`src/rtl/axis_rob_pkg.sv`:
```
// Shared types and helpers for the tagged in-order reorder buffer.
//   rob_state_t : per-entry lifecycle state
//   rob_depth() : entry count derived from the log2 depth parameter
package axis_rob_pkg;

    typedef enum logic [1:0] {
        FREE   = 2'd0,
        ALLOC  = 2'd1,
        ISSUED = 2'd2,
        DONE   = 2'd3
    } rob_state_t;

    function automatic int unsigned rob_depth(input int unsigned ld);
        return 32'd1 << ld;
    endfunction

endpackage

```
`src/rtl/rob_dpram.sv`:
```
// Simple payload store: one synchronous write port, one asynchronous read port.
// Ports:
//   clk            write clock
//   we/waddr/wdata write port
//   raddr/rdata    combinational read port
// Contents are not reset; the owner tracks validity separately.
module rob_dpram
    import axis_rob_pkg::*;
#(
    parameter int unsigned W  = 12,
    parameter int unsigned AW = 5
) (
    input  logic          clk,
    input  logic          we,
    input  logic [AW-1:0] waddr,
    input  logic [W-1:0]  wdata,
    input  logic [AW-1:0] raddr,
    output logic [W-1:0]  rdata
);

    localparam int unsigned DEPTH = rob_depth(AW);

    logic [W-1:0] mem [DEPTH];

    always_ff @(posedge clk) begin
        if (we) begin
            mem[waddr] <= wdata;
        end
    end

    assign rdata = mem[raddr];

endmodule

```
`src/rtl/axis_rob.sv`:
```
// In-order reorder buffer: allocate in order, issue in order with a
// {phase, index} tag, complete out of order by tag, retire in order.
// Ports:
//   clk, rst                          clock, async active-high reset
//   flush                             discard all outstanding entries
//   req_valid/req_data/req_ready      allocation channel
//   iss_valid/iss_data/iss_tag/iss_ready  issue channel
//   rsp_valid/rsp_tag/rsp_data/rsp_ready  completion channel (always ready)
//   out_valid/out_data/out_ready      retire channel
//   occupancy                         allocated-but-unretired count
//   err_stale                         pulse when a completion is dropped
module axis_rob
    import axis_rob_pkg::*;
#(
    parameter int unsigned REQ_W  = 12,
    parameter int unsigned RESP_W = 12,
    parameter int unsigned LD     = 5
) (
    input  logic              clk,
    input  logic              rst,
    input  logic              flush,
    input  logic              req_valid,
    input  logic [REQ_W-1:0]  req_data,
    output logic              req_ready,
    output logic              iss_valid,
    output logic [REQ_W-1:0]  iss_data,
    output logic [LD:0]       iss_tag,
    input  logic              iss_ready,
    input  logic              rsp_valid,
    input  logic [LD:0]       rsp_tag,
    input  logic [RESP_W-1:0] rsp_data,
    output logic              rsp_ready,
    output logic              out_valid,
    output logic [RESP_W-1:0] out_data,
    input  logic              out_ready,
    output logic [LD:0]       occupancy,
    output logic              err_stale
);

    localparam int unsigned DEPTH = rob_depth(LD);
    localparam int unsigned PW    = LD + 1;

    logic [LD:0]       alloc_ptr, issue_ptr, retire_ptr;
    rob_state_t        state [DEPTH];
    logic [DEPTH-1:0]  phase;

    logic [LD-1:0] alloc_idx, issue_idx, retire_idx, rsp_idx;
    logic          alloc_fire, issue_fire, retire_fire, rsp_hit;

    assign alloc_idx  = alloc_ptr[LD-1:0];
    assign issue_idx  = issue_ptr[LD-1:0];
    assign retire_idx = retire_ptr[LD-1:0];
    assign rsp_idx    = rsp_tag[LD-1:0];

    // Handshake status is derived from registered pointers/state only.
    assign occupancy = alloc_ptr - retire_ptr;
    assign req_ready = (occupancy != PW'(DEPTH));
    assign iss_valid = (issue_ptr != alloc_ptr);
    assign iss_tag   = issue_ptr;
    assign out_valid = (state[retire_idx] == DONE);
    assign rsp_ready = 1'b1;

    assign alloc_fire  = req_valid && req_ready && !flush;
    assign issue_fire  = iss_valid && iss_ready && !flush;
    assign retire_fire = out_valid && out_ready && !flush;

    // A completion is genuine only for an issued entry of the same phase.
    assign rsp_hit = rsp_valid && (state[rsp_idx] == ISSUED)
                     && (phase[rsp_idx] == rsp_tag[LD]);

    rob_dpram #(.W(REQ_W), .AW(LD)) u_req_ram (
        .clk   (clk),
        .we    (alloc_fire),
        .waddr (alloc_idx),
        .wdata (req_data),
        .raddr (issue_idx),
        .rdata (iss_data)
    );

    rob_dpram #(.W(RESP_W), .AW(LD)) u_rsp_ram (
        .clk   (clk),
        .we    (rsp_hit && !flush),
        .waddr (rsp_idx),
        .wdata (rsp_data),
        .raddr (retire_idx),
        .rdata (out_data)
    );

    // Pointer and per-entry state update; the four events touch distinct entries.
    always_ff @(posedge clk or posedge rst) begin
        if (rst) begin
            alloc_ptr  <= '0;
            issue_ptr  <= '0;
            retire_ptr <= '0;
            phase      <= '0;
            err_stale  <= 1'b0;
            for (int i = 0; i < int'(DEPTH); i++) begin
                state[i] <= FREE;
            end
        end else begin
            err_stale <= rsp_valid && !rsp_hit;
            if (flush) begin
                // Pointers keep advancing so later tags differ from flushed ones.
                issue_ptr  <= alloc_ptr;
                retire_ptr <= alloc_ptr;
                for (int i = 0; i < int'(DEPTH); i++) begin
                    state[i] <= FREE;
                end
            end else begin
                if (alloc_fire) begin
                    state[alloc_idx] <= ALLOC;
                    phase[alloc_idx] <= alloc_ptr[LD];
                    alloc_ptr        <= alloc_ptr + PW'(1);
                end
                if (issue_fire) begin
                    state[issue_idx] <= ISSUED;
                    issue_ptr        <= issue_ptr + PW'(1);
                end
                if (rsp_hit) begin
                    state[rsp_idx] <= DONE;
                end
                if (retire_fire) begin
                    state[retire_idx] <= FREE;
                    retire_ptr        <= retire_ptr + PW'(1);
                end
            end
        end
    end

endmodule

```
`config.mk`:
```
export PLATFORM = sky130hd
export DESIGN_NAME = axis_rob
export DESIGN_NICKNAME = d
export VERILOG_FILES = /design/src/rtl/axis_rob_pkg.sv /design/src/rtl/rob_dpram.sv /design/src/rtl/axis_rob.sv
export SDC_FILE = /design/constraint.sdc
export NUM_CORES = 1
export LEC_CHECK = 0
export BUFFER_PORTS_ARGS = -buffer_cell sky130_fd_sc_hd__buf_4
export CAP_MARGIN = 0
export CORE_MARGIN = 5
export CORE_UTILIZATION = 45
export CTS_BUF_LIST = sky130_fd_sc_hd__clkbuf_8
export DETAILED_ROUTE_END_ITERATION = 7
export GPL_ROUTABILITY_DRIVEN = 0
export PLACE_DENSITY = 0.58
export REMOVE_ABC_BUFFERS = 1
export SLEW_MARGIN = 30
export SYNTH_ARGS = -nofsm -noshare
export SYNTH_HDL_FRONTEND = slang
export SYNTH_SLANG_ARGS = --single-unit
```
`constraint.sdc`:
```
create_clock -name clk -period 5.2 [get_ports clk]
set_clock_uncertainty 0.1 [all_clocks]
set_input_delay 0.78 -clock clk [delete_from_list [all_inputs] [get_ports clk]]
set_output_delay 0.78 -clock clk [all_outputs]
set_load 0.05 [all_outputs]
```
=== Yosys cells after proc, flatten, opt, wreduce, memory -nomap -nowiden ===
Memory sizes are Yosys's and may differ from the RTL's.
Index checks and enable logic that the tools add are counted.

* Bits in registers: 115
* RAM bits: 768
* Bits of input ports: 37
* Output and inout port bits: 41
* Logic and storage cells: 128
* Memories: 2

* $add $sub $neg: 4
* Order comparisons: 11
* Equal/unequal tests: 5
* Muxes and demuxes: 35
* Bitwise logic cells: 14
* Reduce and logical (&&, ||, !) cells: 20

{| class="wikitable"
|+ Memory list
! name !! words !! bits a word !! rd ports !! clocked after Yosys merged registers in !! write ports !! line !! source
|-
| u_req_ram.mem || 32 || 12 || 1 || 0 || 1 || rob_dpram.sv:23 || <nowiki>logic [W-1:0] mem [DEPTH];</nowiki>
|-
| u_rsp_ram.mem || 32 || 12 || 1 || 0 || 1 || rob_dpram.sv:23 ||
|}

{| class="wikitable"
|+ Operators with widths
! operator !! count
|-
| $mux W64 || 8
|-
| $and A32 B32 Y32 || 2
|-
| $and A64 B64 Y64 || 1
|-
| $not A32 Y32 || 2
|-
| $not A64 Y64 || 1
|-
| $or A32 B32 Y32 || 2
|-
| $or A64 B64 Y64 || 1
|-
| $demux W2 S5 || 4
|-
| $bwmux W32 || 1
|-
| $ge A6 B6 Y1 const B || 4
|-
| $lt A6 B1 Y1 const B || 4
|-
| $mux W6 || 4
|-
| $not A5 Y6 || 4
|-
| $bmux W2 S5 || 2
|-
| $add A6 B1 Y6 const B || 3
|-
| $mux W2 || 8
|-
| $logic_and A1 B1 Y1 || 15
|-
| $lt A5 B6 Y1 const B || 2
|-
| $mux W1 || 6
|-
| $ne A6 B6 Y1 || 1
|-
| $ne A6 B6 Y1 const B || 1
|-
| $sub A6 B6 Y6 || 1
|-
| $bmux W1 S5 || 1
|-
| $demux W1 S5 || 1
|-
| 7 further kinds || 10
|}

=== Longest topological paths before layout ===
Gate-level depths: netlist of run 1.

* Word-level depth: 18
* Gate-level depth with buffers: 12
* Depth with buffers taken out: 11

=== Cells and area by module ===
Synthesis of run 1 repeated with hierarchy kept, for this count alone.

* Cells, all modules: 2529
* Area total of the unflattened synthesis: 38670.8 um^2

{| class="wikitable"
|+ By module, submodules not included
! module !! instances !! cells an instance !! area an instance (um^2) !! seq. area each (um^2)
|-
| rob_dpram || 2 || 856 || 15228.4 || 11531.1
|-
| axis_rob || 1 || 817 || 8214.1 || 2877.8
|}

=== Least setup slack after synthesis of run 1 ===
Ideal clock, no wire load.

* Path type: register to output
* From: register issue_ptr[0], in the netlist iss_tag[0]
* To: output iss_data[5]
* Arrival: 3.574 ns
* Required time: 4.320 ns
* Setup slack: 0.746 ns
* Stages on the path, launching flop included: 7
* Buffers on the path: 3
* Cells stage by stage: dfrtp_1 > clkbuf_1 > buf_1 > buf_1 > mux4_2 > mux2i_1 > o21ai_0

* Cells in the longest elaborated chain, start to end: 1

{| class="wikitable"
|+ Ends and longest elaborated chain
! what !! line !! source
|-
| start, declared || axis_rob.sv:43 || <nowiki>logic [LD:0] alloc_ptr, issue_ptr, retire_ptr;</nowiki>
|-
| start signal, assigned || axis_rob.sv:104 || <nowiki>issue_ptr <= alloc_ptr;</nowiki>
|-
| start signal, assigned || axis_rob.sv:117 || <nowiki>issue_ptr <= issue_ptr + PW'(1);</nowiki>
|-
| $mem_v2 Z32 W12 || -- ||
|-
| end, declared || axis_rob.sv:26 || <nowiki>output logic [REQ_W-1:0] iss_data,</nowiki>
|}

No other way between the ends.

=== Worst setup path after layout of run 1 ===
* From: register retire_ptr[2]
* To: output req_ready

* Cells in the longest elaborated chain, start to end: 2

{| class="wikitable"
|+ Ends and longest elaborated chain
! what !! line !! source
|-
| start, declared || axis_rob.sv:43 ||
|-
| start signal, assigned || axis_rob.sv:105 || <nowiki>retire_ptr <= alloc_ptr;</nowiki>
|-
| start signal, assigned || axis_rob.sv:124 || <nowiki>retire_ptr <= retire_ptr + PW'(1);</nowiki>
|-
| $sub A6 B6 Y6 || axis_rob.sv:56 || <nowiki>assign occupancy = alloc_ptr - retire_ptr;</nowiki>
|-
| $ne A6 B6 Y1 || axis_rob.sv:57 || <nowiki>assign req_ready = (occupancy != PW'(DEPTH));</nowiki>
|-
| end, declared || axis_rob.sv:24 || <nowiki>output logic req_ready,</nowiki>
|}

No other way between the ends.

==> impl_results.md, run 1 <==
* Status: finished, final reports clean
* Register bit count reported by yosys at 883
* Crit path launch type: flop
* Die footprint at 87500 sq um
* Post-synth top area share at 62.7%
* Hold Crit Class: in -> reg
* Worst R2R End: state[40]
* Main synth FF type: edfxtp_1
* Synth Instances at around 2100
* Yosys warns at 0
* Reg2reg path depth at 11
* Crit-path max cell delay at 0.48 ns
* RR Startpoint: retire_ptr[2]
* Residual DRC at 0
* DRT Pass-1 Iters at 6
* Die width at around 300 microns
* Dominant cell by count in the synthesized netlist: edfxtp_1
* Max Slew Vio Count at 0
* CTS clk-pin slew, worst paths at 0.07 ns
* Fillcell total at 6531
* Cell mode on critical path: buf_4
* CP Max Fanout at 23
* Yosys top cell by area: edfxtp_1
* Ys async rst share at 13.0%
* DRT antenna net count at 0
* Syn Std Cell Area at 36800 sq um
* Total GRT Usage at between 20 and 25%
* Drt total wl at around 110000 microns
* Root Driver: clkbuf_8
* Buffers on Ports at 76
* Setup slack, reg-to-reg at 1.08 ns
* CTS H-tree depth at 4
* Sequential share of the synthesized area at 70.5%
* Worst-Skew Late Latency at between 0.8 and 0.9 ns
* RSZ-0062 raised after global routing: false
* Period utilization at 95.5%
* Setup repair bufs after CTS at 0
* Final hold viol count at 0
* Distinct cells, synth at 64
* CTS Sinks at 883
* Power Total at 0.0214 W
* Max Cap Violations at 0
* WL/cell at 31.3 microns
* Total Neg Setup Slack at 0 ns
* Die H at just under 300 microns
* Placement row count at 104
* Post-synth EDFFs at 768
* Critical path class: reg -> out
* Share of cells above drive strength 1 at 30.5%
* DR iter-0 viols at 3013
* Design Area, Final at about 42000 sq um
* WP data required at 4.32 ns
* Max VDD drop at 0.488 mV
* Commonest cells in the netlist: edfxtp_1 (768), mux4_2 (208), dfrtp_1 (115)
* Max Fclk at 201 MHz
* Dpl cells at 3135
* Initial Util at 45.5%
* Grt ovf at 0
* Total CTS buffers at 147
* Worst path cell trace: buf_4 > inv_1 > ha_1 > nor2b_1 > o21a_1 > or3_1 > a2111oi_4 > and2_1 > buf_4 > inv_1 > buf_4
* Dpl hpwl at 65400 microns
* CTS tree: yes
* Largest cells by area after synthesis: edfxtp_1 (63%), mux4_2 (13%), dfrtp_1 (7.8%), a22oi_1 (2.0%), a221oi_1 (1.5%)
* Vias in the first global route at 22200
* CP max stage cell: a2111oi_4
* Least-Margin Pin Slew at roughly 1.1 ns
* Nets@finish at 2281
* Max clock buf depth at 3
* CP arrival at 4.09 ns
* Final setup viols at 0
* Endpoint class of the critical path: primary output
* Post-route insts no fill at roughly 3400
* I/O pin cnt at 78
* Placed cell area at 39200 sq um
* Antenna violations before repair at 3
* DR vias/cell at around 6.4
* Largest net degree at the start of global routing at 115
* Post-layout minimum cycle time at 4.97 ns
* Power density cells at 508 nW/um^2
* Leakage power at 14.1 nW
* Synth-to-layout area growth at 14.6%
* First-pass GRT wire length at between 150000 and 200000 microns
* Vias at 21700
* Hold path endpoint: err_stale
* Hold Path Cell Cnt at 2
* Avg Cell Area, Syn at around 18 sq um
* Hold_sp: rsp_valid
* Relative slew slack at 28.7%
* Core area at 80800 sq um
-- layout make-up --
| class | instances | area [sq um] | area share [%] |
|---|---|---|---|
| Antenna cell | 3 | 7.51 | 0.0178 |
| Clock buffer | 157 | 2160 | 5.13 |
| Clock inverter | 110 | 619 | 1.47 |
| Inverter | 30 | 115 | 0.273 |
| Multi-Input combinational cell | 975 | 10400 | 24.8 |
| Sequential cell | 883 | 26000 | 61.6 |
| Tap cell | 1060 | 1330 | 3.15 |
| Timing Repair Buffer | 189 | 1510 | 3.58 |
-- worst max path at each step --
stage,to,slack [ns],from
after floorplan,req_ready,-4.22,retire_ptr[0]
after global placement,u_rsp_ram.mem[21][5],0.59,rsp_tag[0]
after detailed placement,u_rsp_ram.mem[13][1],0.48,rsp_tag[0]
after CTS,req_ready,0.20,retire_ptr[2]
after global routing,req_ready,0.05,retire_ptr[2]
final,req_ready,0.23,retire_ptr[2]
-- through the flow --
stage / hold WS [ns] / setup WS [ns] / util, %
floorplan: 0.373 / -4.22 / -
global placement: 0.404 / 0.593 / 48.5
detailed placement: 0.396 / 0.478 / 48.6
CTS: 0.174 / 0.203 / 52.0
global route: 0.189 / 0.0542 / 52.1
finish: 0.235 / 0.232 / 52.1
-- flip-flops by register name (all words and copies together) (netlist names) --
name           flops
u_req_ram.mem    384
u_rsp_ram.mem    384
state             64
phase             32
alloc_ptr          6
iss_tag            6
retire_ptr         6
err_stale          1
-- placed cells by master (no fill, tap or decap), types with 52 or more instances in the layout --
cell / netlist / routed
mux4_2: 208 / 208
nor2_1: 62 / 56
a22oi_1: 97 / 97
inv_1: 29 / 75
nand4_1: 52 / 52
a221oi_1: 64 / 64
dfrtp_1: 115 / 111
buf_4: 3 / 181
edfxtp_1: 768 / 768
nand2_1: 57 / 57
clkbuf_8: 0 / 157
-- kinds of logic (layout without fill, tap and decap cells) --
logic type,count (synthesis),count (layout),synth area share [%]
xor+xnor,21,21,0.500
simple gates,301,301,4.22
other cells,1,4,0.0102
buf+inv,192,486,2.10
mux,297,297,15.3
flops,883,883,70.5
fa+ha+maj,18,18,0.633
compound gates,337,337,6.69
-- routing by layer --
| layer | GRT usage, % | up-vias | routed length, microns |
|---|---|---|---|
| met3 | 5.47 | 226 | 8800 |
| met1 | 33.1 | 11400 | 42200 |
| met5 | 0 | - | 13 |
| met4 | 9.22 | 2 | 3980 |
| met2 | 38.9 | 1174 | 51500 |
| li1 | - | 8887 | - |
-- worst max-delay path: cells and delay by family (launching register included) --
family	cells	cell delay (ns)
adder cells (fa/ha/maj)	1	0.36
AO/OA/AOI/OAI	2	0.65
AND/OR/NAND/NOR	3	0.70
buffers and inverters	5	1.22
flip-flops	1	0.36
-- what timing repair did --
item,CTS,global route
hold buffers,1,0
setup endpoints to repair,0,0
hold endpoints to repair,49,0
resized for setup,0,0
-- power by group --
part | internal, W | switching [W]
Sequential | 0.00796 | 0.000414
Combinational | 0.00261 | 0.00459
Clock | 0.00294 | 0.00290
(Power assumes the default switching activity.)
==> run 2, diff against run 1 <==
--- a/config.mk
+++ b/config.mk
@@ -12,7 +12,6 @@
 export CTS_BUF_LIST = sky130_fd_sc_hd__clkbuf_8
 export DETAILED_ROUTE_END_ITERATION = 7
 export GPL_ROUTABILITY_DRIVEN = 0
-export PLACE_DENSITY = 0.58
 export REMOVE_ABC_BUFFERS = 1
 export SLEW_MARGIN = 30
 export SYNTH_ARGS = -nofsm -noshare
==> impl_results.md, run 2 (synthesis results as in run 1) <==
* RSZ-0062 raised after global routing: false
* Share of cells above drive strength 1 at 30.0% (-0.52 points)
* Nets@finish at 2275 (-0.26%)
* DR vias/cell at 6.31 (-0.86%)
* CTS H-tree depth at 4 (unchanged)
* Power Total at 0.0215 W (+0.27%)
* CTS clk-pin slew, worst paths at 0.06 ns (about the same)
* Max Fclk at 201 MHz (about the same)
* DR iter-0 viols at 2482 (-18%)
* CTS Sinks at 883 (unchanged)
* Max Slew Vio Count at 0 (unchanged)
* Vias in the first global route at 21800 (-1.8%)
* Status: finished, violations left
* Endpoint class of the critical path: primary output
* Critical path class: reg -> out
* CTS tree: yes
* Total CTS buffers at 145 (-1.4%)
* CP arrival at 4.09 ns (about the same)
* Period utilization at 95.6% (about the same)
* Finished Core Util at 52.1% (-0.095 points)
* Max Cap Violations at 0 (unchanged)
* Power density cells at 510 nW/um^2 (+0.45%)
* Setup slack, reg-to-reg at 0.91 ns (-0.17 ns)
* Initial Util at 45.5% (unchanged)
* Drt total wl at 102000 microns (-4.2%)
* Final hold viol count at 3 (+3)
* CTS Hold Bufs at 0 (-1)
* WL/cell at 30.1 microns (-3.6%)
* Crit path launch type: flop
* Largest net degree at the start of global routing at 115 (unchanged)
* Die H at 296 microns (unchanged)
* Max clock buf depth at 3 (unchanged)
* Hold Slack at -0.0122 ns (-0.247 ns)
* Vias at 21400 (-1.5%)
* WP data required at 4.32 ns (about the same)
* Most frequent cells in the layout: edfxtp_1 (768), mux4_2 (208), buf_4 (179)
* First-pass GRT wire length at 149000 microns (-3.5%)
* Hold Crit Class: in -> async
* Dpl hpwl at 63900 microns (-2.3%)
* Synth-to-layout area growth at 14.4%
* DRT Pass-1 Iters at 6 (unchanged)
* Multi-input logic area at 10500 sq um (+0.41%)
* Die footprint at 87500 sq um (unchanged)
* Root Driver: clkbuf_8
* Final setup viols at 0 (unchanged)
* Antenna violations before repair at 2 (-1)
* Grt ovf at 0 (unchanged)
* Leakage power at 14.0 nW (-0.70%)
* Fillcell total at 6495 (-0.55%)
* Worst-Skew Late Latency at 0.81 ns (-0.02 ns)
* Least-Margin Pin Slew at 1.03 ns (-0.0367 ns)
* Register Area at 26000 sq um (unchanged)
* I/O pin cnt at 78 (unchanged)
* Placement row count at 104 (unchanged)
* Max VDD drop at 0.611 mV (+25%)
* Total Neg Setup Slack at 0 ns (unchanged)
* Total GRT Usage at 23.2% (-1.1 points)
* Post-layout minimum cycle time at 4.97 ns (+0.00426 ns)
* DRT antenna net count at 0 (unchanged)
* Regs by FF count: u_req_ram.mem (384), u_rsp_ram.mem (384), state (64)
* Core area at 80800 sq um (unchanged)
* CP Max Fanout at 23 (unchanged)
* Relative slew slack at 31.2% (+2.4 points)
* Die width at 296 microns (unchanged)
* Residual DRC at 0 (unchanged)
* Commonest non-fill, non-tap cell in the layout: edfxtp_1
* Failing checks: hold timing
* Buffers on Ports at 76 (unchanged)
-- run 2: cell types whose count changed in the layout (fill, tap and decap cells not counted), moves of 5 or more --
| cell | before | now |
|---|---|---|
| a21oi_2 | 33 | 20 |
| a21oi_4 | 1 | 14 |
| clkbuf_8 | 157 | 149 |
| clkinv_1 | 29 | 19 |
| clkinv_2 | 17 | 11 |
| inv_1 | 75 | 80 |
| inv_12 | 2 | 7 |
| nor2_1 | 56 | 62 |
| nor2_2 | 6 | 0 |
| nor3_2 | 16 | 26 |
| nor3_4 | 11 | 1 |
-- run 2: critical path, stage by stage (launching register included) --
cell        delay, ns
dfrtp_1          0.72
clkinvlp_4       0.41
ha_1             0.50
or3_1            0.45
a2111oi_4        0.42
and2_1           0.18
buf_4            0.26
inv_1            0.15
buf_4            0.22
-- run 2: per-layer routing --
layer	global-route usage, %	wire (microns)	up-vias
met5	0	0	-
met4	7.71	3010	0
met3	4.70	8180	206
met2	37.7	49600	1072
met1	32.0	41200	11200
li1	-	-	8870
-- run 2: final timing paths --
| check | startpoint | endpoint | cells past startpoint |
|---|---|---|---|
| worst max-delay path | retire_ptr[4] | req_ready | 8 |
| worst min-delay path | rst | iss_tag[3] | 2 |
| worst max register to register | retire_ptr[4] | state[59] | 8 |
| worst min register to register | phase[22] | phase[22] | 1 |
| max in group asynchronous | rst | retire_ptr[4] | 3 |
| min in group clk | rsp_valid | err_stale | 2 |
-- run 2: area by class of cell --
cell class                 count  area share (%)
multi-input combinational    976            24.9
inverter                      30           0.289
timing repair buffer         184            3.43
tap                         1060            3.15
sequential                   883            61.7
clock buffer                 149            4.88
clock inverter               103            1.60
antenna                        1         0.00595
-- run 2: power breakdown --
part | internal [W] | total (W) | switching (W)
Combinational | 0.00267 | 0.00737 | 0.00470
Sequential | 0.00797 | 0.00837 | 0.000401
Clock | 0.00292 | 0.00573 | 0.00281
Total | 0.0136 | 0.0215 | 0.00791
-- run 2: what timing repair did --
action,CTS,global route
setup buffers,0,2
endpoints found under the setup margin,0,1
gates resized for setup,0,2
-- run 2: per-stage QoR --
step	hold slack, ns	worst slack (ns)	instance area, sq um	instances
floorplan	0.373	-4.22	36100	1888
global placement	0.388	0.751	39200	3130
detailed placement	0.397	0.733	39300	3130
CTS	0.0735	0.0161	42000	3382
global route	0.0198	0.0423	42100	3386
finish	-0.0122	0.227	42100	3386
==> run 3, diff against run 2 <==
--- a/config.mk
+++ b/config.mk
@@ -8,7 +8,7 @@
 export BUFFER_PORTS_ARGS = -buffer_cell sky130_fd_sc_hd__buf_4
 export CAP_MARGIN = 0
 export CORE_MARGIN = 5
-export CORE_UTILIZATION = 45
+export CORE_UTILIZATION = 35
 export CTS_BUF_LIST = sky130_fd_sc_hd__clkbuf_8
 export DETAILED_ROUTE_END_ITERATION = 7
 export GPL_ROUTABILITY_DRIVEN = 0
==> impl_results.md, run 3 (synthesis results as in run 1) <==
* Status: finished, final reports clean
* Initial Util at 35.1% (-10 points)
* Crit path launch type: flop
* Root Driver: clkbuf_8
* Placement Setup Slack at 0.502 ns (-0.232 ns)
* CP max stage cell: a311o_2
* Post-route insts no fill at 3717 (+9.8%)
* Worst R2R End: state[50]
* Dpl hpwl at 65300 microns (+2.2%)
* Buffers on Ports at 76 (unchanged)
* Most frequent cells in the layout: edfxtp_1 (768), mux4_2 (208), buf_4 (178)
* Total GRT Usage at 18.5% (-4.8 points)
* Max Fclk at 200 MHz (-0.70%)
* DRT antenna net count at 0 (unchanged)
* Drt total wl at 105000 microns (+2.8%)
* Commonest non-fill, non-tap cell in the layout: edfxtp_1
* Finished Core Util at 40.3% (-12 points)
* Grt ovf at 0 (unchanged)
* Placement row count at 119 (+14%)
* CTS Hold Bufs at 0 (unchanged)
* RR Startpoint: retire_ptr[2]
* DR vias/cell at 5.82 (-7.8%)
* I/O pin cnt at 78 (unchanged)
* WP data required at 4.32 ns (about the same)
* Critical path class: reg -> out
* Post-layout minimum cycle time at 5.01 ns (+0.0352 ns)
* Regs by FF count: u_req_ram.mem (384), u_rsp_ram.mem (384), state (64)
* Stages on the worst setup path at 11 (+3)
* DR iter-0 viols at 2815 (+13%)
* Period utilization at 96.3% (+0.68 points)
* Leakage power at 13.9 nW (-0.64%)
* RSZ-0062 raised after global routing: false
* Fillcell total at 9444 (+45%)
* Worst path cell trace: buf_4 > inv_1 > ha_1 > o21a_1 > o31a_1 > o32ai_1 > a311o_2 > and2_1 > buf_4 > inv_1 > buf_4
* Setup slack, reg-to-reg at 0.91 ns (about the same)
* Antenna violations before repair at 5 (+3)
* CTS Sinks at 883 (unchanged)
* Die H at 334 microns (+13%)
* Total CTS buffers at 141 (-2.8%)
* Vias in the first global route at 22300 (+2.7%)
* Die footprint at 112000 sq um (+28%)
* Synth-to-layout area growth at 14.9%
* Slack of the critical path at 0.192 ns (-0.0352 ns)
* Reg2reg path depth at 12 (+4)
* Max Cap Violations at 0 (unchanged)
* Final hold viol count at 0 (-3)
* Design Area, Final at 42300 sq um (+0.51%)
* Nets@finish at 2268 (-0.31%)
* Worst setup path startpoint: retire_ptr[2]
* DRT Pass-1 Iters at 6 (unchanged)
* Endpoint class of the critical path: primary output
* Dpl cells at 3459 (+11%)
* Die width at 334 microns (+13%)
* CTS tree: yes
* Relative slew slack at 24.9% (-6.3 points)
* Cell mode on critical path: buf_4
* CTS clk-pin slew, worst paths at 0.06 ns (about the same)
* Least-Margin Pin Slew at 1.12 ns (+0.0900 ns)
* Max Slew Vio Count at 0 (unchanged)
* Hold Crit Class: in -> async
* Share of cells above drive strength 1 at 29.7% (-0.26 points)
* WL/cell at 28.2 microns (-6.4%)
* Vias at 21600 (+1.2%)
* Residual DRC at 0 (unchanged)
* Max clock buf depth at 3 (unchanged)
* Largest net degree at the start of global routing at 74 (-36%)
* Crit-path max cell delay at 0.47 ns (-0.25 ns)
* Buffer and inverter count on the worst path at 5 (+1)
* CTS H-tree depth at 4 (unchanged)
* CP arrival at 4.13 ns (+0.04 ns)
* Max VDD drop at 0.504 mV (-17%)
* Capture point of the worst path: req_ready
* First-pass GRT wire length at 153000 microns (+2.7%)
* CP top delay family: compound AO/OA/AOI/OAI gates
* Core area at 105000 sq um (+30%)
* Placed cell area at 39700 sq um (+0.95%)
* Worst-Skew Late Latency at 0.80 ns (about the same)
* Final setup viols at 0 (unchanged)
* Power density cells at 502 nW/um^2 (-1.7%)
* CP Max Fanout at 23 (unchanged)
run 3: worst min-delay path by stage:
stage / startpoint / to / slack, ns / cells after the start
2_1_floorplan: phase[28] / phase[28] / 0.37 / 1
3_3_place_gp: phase[28] / phase[28] / 0.39 / 1
3_5_place_dp: phase[28] / phase[28] / 0.40 / 1
4_1_cts: rst / retire_ptr[5] / 0.1 / 2
5_1_grt: rst / retire_ptr[5] / 0.04 / 2
6_report: rst / retire_ptr[5] / 0.006 / 2
run 3: cell type report:
type / instances / area (sq um) / area share, %
Antenna cell: 1 / 2.50 / 0.00592
Clock buffer: 148 / 2040 / 4.82
Clock inverter: 107 / 539 / 1.28
Inverter: 30 / 118 / 0.278
Multi-Input combinational cell: 976 / 10500 / 24.8
Sequential cell: 883 / 26000 / 61.4
Tap cell: 1391 / 1740 / 4.12
Timing Repair Buffer: 181 / 1400 / 3.30
run 3: worst register-to-register path, cell delays in order, from the launching register on:
cell and delay, ns:
dfrtp_1 0.33, buf_4 0.28, inv_1 0.28, ha_1 0.43, o21a_1 0.14, o31a_1 0.34, o32ai_1 0.33, a311o_2 0.47
buf_4 0.25, a21oi_2 0.44, buf_4 0.35, o22ai_1 0.14, a221oi_1 0.30
run 3: timing repair:
| action | 4_1_cts | 5_1_grt |
|---|---|---|
| cloned | 1 | 0 |
| pin swaps | 1 | 0 |
| resized for setup | 1 | 1 |
| setup buffers | 1 | 0 |
| endpoints found under the setup margin | 1 | 1 |
run 3: metal layers:
layer  vias up  global-route usage (%)  share of wire, %
li1       8862                       -                 -
met1     11300                    24.3                40
met2      1167                    29.6                48
met3       266                    4.43               8.5
met4         6                    7.69               4.1
met5         -                       0             0.040
run 3: power by group:
group	switching (W)	internal [W]	total, W
clock network	0.00273	0.00275	0.00548
logic	0.00472	0.00262	0.00733
registers	0.000443	0.00797	0.00841
total	0.00788	0.0133	0.0212
run 3: per-stage QoR:
stage	hold slack, ns	setup TNS [ns]	power, W
after floorplan	0.373	-2033.88	0.0133
after global placement	0.385	0	0.0156
after detailed placement	0.397	0	0.0158
after CTS	0.0964	0	0.0214
after global routing	0.0350	0	0.0221
final	0.00637	0	0.0212
